--- config.mk ---
export PLATFORM = sky130hd
export DESIGN_NAME = ps2_scancode_parser
export DESIGN_NICKNAME = d
export VERILOG_FILES = /design/src/rtl/ps2_scancode_parser.sv
export SDC_FILE = /design/constraint.sdc
export NUM_CORES = 1
export LEC_CHECK = 0
export BUFFER_PORTS_ARGS = -buffer_cell sky130_fd_sc_hd__buf_2
export CORE_ASPECT_RATIO = 1.1
export CORE_MARGIN = 1.5
export CORE_UTILIZATION = 44
export DETAILED_ROUTE_END_ITERATION = 6
export PLACE_DENSITY = 0.73
export SLEW_MARGIN = 25
export SYNTH_ARGS = -nofsm -noshare
export SYNTH_HDL_FRONTEND = slang
export SYNTH_SLANG_ARGS = --single-unit
--- constraint.sdc ---
create_clock -name clk -period 3.1 [get_ports clk]
set_input_delay 0.155 -clock clk [delete_from_list [all_inputs] [get_ports clk]]
set_output_delay 0.155 -clock clk [all_outputs]
set_load 0.005 [all_outputs]
--- src/rtl/ps2_scancode_parser.sv ---
// PS/2 scan-code set 2 parser: pops bytes from the receiver FIFO, strips E0/F0 prefixes and
// emits one press/release event per key code, tracking the held key and a release counter.
module ps2_scancode_parser #(
  parameter int FILTER_REPEAT = 1,
  parameter int TIMEOUT_CYC   = 1000000
) (
  input  logic       clk,
  input  logic       clrn,
  input  logic [7:0] rx_data,
  input  logic       rx_ready,
  output logic       rx_nextdata_n,
  input  logic       rx_overflow,
  output logic       ev_valid,
  input  logic       ev_ready,
  output logic [7:0] ev_code,
  output logic       ev_ext,
  output logic       ev_break,
  output logic       held_valid,
  output logic [7:0] held_code,
  output logic       held_ext,
  output logic [7:0] rel_cnt,
  output logic       err,
  input  logic       err_clr
);

  localparam int TW = (TIMEOUT_CYC > 2) ? $clog2(TIMEOUT_CYC) : 1;
  localparam logic [TW-1:0] TMAX = TW'(TIMEOUT_CYC - 1);
  localparam bit FILT = (FILTER_REPEAT != 0);

  typedef enum logic [1:0] {S_IDLE, S_POP, S_GAP} state_t;

  state_t        state, state_d;
  logic          ext_q, brk_q;
  logic [TW-1:0] timer;

  logic is_e0, is_f0, is_disc, is_code;
  logic take, code_hit, make_fire, brk_fire, tmo_hit;

  assign is_e0   = (rx_data == 8'hE0);
  assign is_f0   = (rx_data == 8'hF0);
  assign is_disc = (rx_data == 8'hAA) || (rx_data == 8'hFA) || (rx_data == 8'hFE) ||
                   (rx_data == 8'hEE) || (rx_data == 8'h00) || (rx_data == 8'hFF);
  assign is_code = !(is_e0 || is_f0 || is_disc);

  // A code byte waits at the FIFO head while the previous event is still unaccepted.
  assign take      = (state == S_IDLE) && rx_ready && (!is_code || !ev_valid);
  assign code_hit  = held_valid && ({ext_q, rx_data} == {held_ext, held_code});
  assign make_fire = take && is_code && !brk_q && !(FILT && code_hit);
  assign brk_fire  = take && is_code && brk_q;
  assign tmo_hit   = !take && (ext_q || brk_q) && (timer == TMAX);

  always_comb begin
    state_d = state;
    case (state)
      S_IDLE:  if (take) state_d = S_POP;
      S_POP:   state_d = S_GAP;
      S_GAP:   state_d = S_IDLE;
      default: state_d = S_IDLE;
    endcase
  end

  always_ff @(posedge clk or negedge clrn) begin
    if (!clrn) begin
      state         <= S_IDLE;
      rx_nextdata_n <= 1'b1;
    end else begin
      state         <= state_d;
      rx_nextdata_n <= (state_d != S_POP);
    end
  end

  always_ff @(posedge clk or negedge clrn) begin
    if (!clrn) begin
      ev_valid   <= 1'b0;
      ev_code    <= 8'h00;
      ev_ext     <= 1'b0;
      ev_break   <= 1'b0;
      held_valid <= 1'b0;
      held_code  <= 8'h00;
      held_ext   <= 1'b0;
      rel_cnt    <= 8'h00;
      err        <= 1'b0;
      ext_q      <= 1'b0;
      brk_q      <= 1'b0;
      timer      <= '0;
    end else begin
      if (ev_valid && ev_ready) ev_valid <= 1'b0;
      if (make_fire || brk_fire) begin
        ev_valid <= 1'b1;
        ev_code  <= rx_data;
        ev_ext   <= ext_q;
        ev_break <= brk_q;
      end

      if (make_fire) begin
        held_valid <= 1'b1;
        held_code  <= rx_data;
        held_ext   <= ext_q;
      end else if (brk_fire && code_hit) begin
        held_valid <= 1'b0;
      end

      if (brk_fire) rel_cnt <= rel_cnt + 8'd1;

      // Prefix flags accumulate until a code byte consumes them or the timer drops them.
      if (take) begin
        timer <= '0;
        if (is_e0)        ext_q <= 1'b1;
        else if (is_f0)   brk_q <= 1'b1;
        else if (is_code) begin
          ext_q <= 1'b0;
          brk_q <= 1'b0;
        end
      end else if (ext_q || brk_q) begin
        if (timer == TMAX) begin
          ext_q <= 1'b0;
          brk_q <= 1'b0;
          timer <= '0;
        end else begin
          timer <= timer + 1'b1;
        end
      end else begin
        timer <= '0;
      end

      if (rx_overflow || tmo_hit) err <= 1'b1;
      else if (err_clr)           err <= 1'b0;
    end
  end

endmodule

==> impl_metrics.toml <==
[finish]
mostFrequentLayoutCells = "dfrtp_1 (54), buf_2 (44), xor2_1 (17), xnor2_1 (17), nor3_1 (16)"
fin_area_mm2 = 0.003044
antennaDiodeCount = 0
drive_gt1_share_pct = 29.79
syn_to_final_growth_pct = 15.31
multi_input_area_mm2 = 0.001195
layout_commonest_cell = "dfrtp_1"
regArea_mm2 = 0.001378
final_nets = 297
fill_cells = 528

[cts]
cts_made_buffers = 5
cts_sinks = 55
cts_buffer_depth = 2
post-cts-setup-buffers = 0
hold_buffers = 1
htreeDepth = 2
cts_tree = "yes"
cts_resized = 0
clkSlewWorstSetupHoldPaths_ns = 0.10
root_buffer = "clkbuf_8"
clkLatencyLatePin_ns = 0.31

[flow_run]
cap_violations = 0

[routing]
drtPass1Iterations = 4
routed-via-count = 1854
wl_per_cell_um = 13.77
wl_um = 4945
antenna_left = 0
drt_iter0_drc = 67
drt-vias-per-instance = 5.164
drc = 0

[floorplanning]
start_util_pct = 45.76
io_pins = 45
rows = 29
die_w_um = 76.86
die_h_um = 84.24
die-area_mm2 = 0.006474
core_mm2 = 0.005769

[yosys]
yosys.area.top_type_share_pct = 51.18
syn_inst = 232
synth_cell_types = 42
yosys_register_bits = 55
yosysWarnings = 0
synth_largest_area_cell = "dfrtp_1"
yosysSeqAreaShare_pct = 52.18
syn_area_mm2 = 0.002640
syn_avg_cell_area_um2 = 11.38
synthTopCellsByArea = "dfrtp_1 (51%), xnor2_1 (5.6%), xor2_1 (5.6%), mux2_4 (5.1%), mux2_2 (4.3%)"
synth_nets = 248

[worst_setup_path]
crit_family = "simple AND/OR/NAND/NOR gates"
rr_endpoint = "held_ext"
crit_type = "register to register"
worstPathCellList = "nor3b_2 > nor2b_1 > o211ai_2 > nor3_4 > mux2_2"
r2r_cells = 5
max_stage_delay_ns = 0.50
start_kind = "register"
worstPathMaxFanout = 12
cp-endpoint = "held_ext"
cp_slowest_cell = "nor3_4"
worst_setup_path_end_kind = "register"
cp-startpoint = "state[1]"
timing.rr.start = "state[1]"
critical_path_depth = 5
cp.required_ns = 3.30
cp_data_arrival_time_ns = 2.53
critPathBufInv = 0
reg2reg_slack_ns = 0.77

[hold_path]
hold_class = "primary input to register"

[power]
p_sw_share_pct = 33.84
seqPwrFrac_pct = 48.2
powerDensity_mw_per_mm2 = 755.0
pwr-share-clk_pct = 17.1
p_sw_mw = 0.7778
pwr-share-comb_pct = 34.7
p_int_mw = 1.521
peakVddDrop_v = 0.0005092
p_leak_nw = 1.359

[timing]
finalSetupTns_ns = 0
slew_headroom_pct = 42.92
hold_viol_final = 0
worst_pin_slew_ns = 0.8511
fin_crit_ns = 2.331
setup_violations = 0
max_freq_mhz = 429.0
fin_skew_ns = 0.007116
finalCritPeriodShare_pct = 75.19
finalMaxSlewViolations = 0
rsz0062_at_grt = "false"
finalWorstSetupSlack_ns = 0.7692

[placement]
placedInstanceArea_mm2 = 0.002949
dpl.hpwl_um = 3464
place_congestion = 0.7552
place_ws_ns = 0.7783
portBuffers = 44

[global_route]
gr-total-overflow = 0
grt_pass1_wl_um = 8590
antenna_found_initial = 0
grtUsageTotal_pct = 16.85
grt_max_degree = 34
grt_pass1_vias = 1824

[status]
status = "finished clean"
==> cell type report <==
| type | count | share of cell area, % |
|---|---|---|
| repair buffers | 49 | 8.549 |
| clock inverters | 2 | 0.4110 |
| clock buffers | 6 | 2.384 |
| inverters | 8 | 0.9864 |
| multi-input cells | 162 | 39.25 |
| flip-flops and latches | 55 | 45.25 |
| well taps | 77 | 3.165 |
==> cells by family after synthesis <==
family | after synthesis | synth area share, %
compound gates | 20 | 5.734
xor+xnor | 34 | 11.28
fa+ha+maj | 2 | 0.9477
buf+inv | 15 | 2.796
flops | 55 | 52.18
mux | 19 | 9.384
simple gates | 87 | 17.68
==> synth_stat cells <==
library cell / number
ha_1: 2
a211oi_1: 1
nor3_4: 1
mux2_2: 10
o2bb2ai_1: 1
a31oi_1: 2
nor2b_1: 2
nor3_1: 16
and3_1: 5
o21ai_1: 1
mux2_4: 9
nor2_1: 14
nor4b_1: 1
buf_2: 1
o211ai_1: 1
clkbuf_1: 3
dfstp_2: 1
a21oi_4: 1
a21oi_1: 2
a21o_1: 2
dfrtp_1: 54
buf_6: 2
xnor2_1: 17
nor3b_1: 1
inv_1: 8
nor4_1: 8
o21ai_0: 5
xor2_1: 17
nand4_1: 7
a221oi_1: 1
or2_2: 3
nand3_1: 9
o21ba_1: 1
nand3b_1: 1
and3b_1: 1
clkbuf_2: 1
o211ai_2: 1
and4_1: 1
a211oi_2: 1
nand2_1: 15
or3_1: 1
nor3b_2: 1
==> routing by layer <==
layer	GRT usage, %	part of all wire, %
met4	7.071	1.9
met3	4.239	3.8
met2	27.19	47
met1	21.63	47
met5	0	0
==> state kept, by name, indices dropped and copies added, names as in the netlist <==
register,cells
timer,20
ev_code,8
held_code,8
rel_cnt,8
state,2
brk_q,1
err,1
ev_break,1
ev_ext,1
ev_valid,1
ext_q,1
held_ext,1
held_valid,1
rx_nextdata_n,1
==> power by group through the flow <==
| stage | registers [mW] | clock network [mW] | logic [mW] |
|---|---|---|---|
| after floorplan | 1.10 | 0 | 0.540 |
| after global placement | 1.12 | 0 | 0.791 |
| after detailed placement | 1.12 | 0 | 0.811 |
| after CTS | 1.11 | 0.414 | 0.814 |
| after global routing | 1.14 | 0.436 | 0.890 |
| final | 1.11 | 0.392 | 0.798 |
==> worst min-delay path by stage <==
stage	start	to	cells past startpoint
after floorplan	clrn	brk_q	0
after global placement	clrn	err	1
after detailed placement	clrn	err	1
after CTS	rx_overflow	err	3
after global routing	rx_overflow	err	3
final	rx_overflow	err	3
==> worst reg2reg max path, cell delays in order, from the launching register on <==
cell and delay [ns]:
dfrtp_1 0.39, nor3b_2 0.40, nor2b_1 0.26, o211ai_2 0.28
nor3_4 0.50, mux2_2 0.39
==> stage by stage <==
stage                     hold slack [ns]  power [mW]  util [%]  std cells
after floorplan                   -0.1406       1.639         -        232
after global placement             0.2594       1.910     51.12        350
final                             0.04303       2.298     52.77        359
after global routing              0.04592       2.466     52.77        359
after CTS                         0.03637       2.337     52.77        359
after detailed placement           0.2757       1.930     51.12        350
No activity file was read; power rests on OpenSTA's default activity.
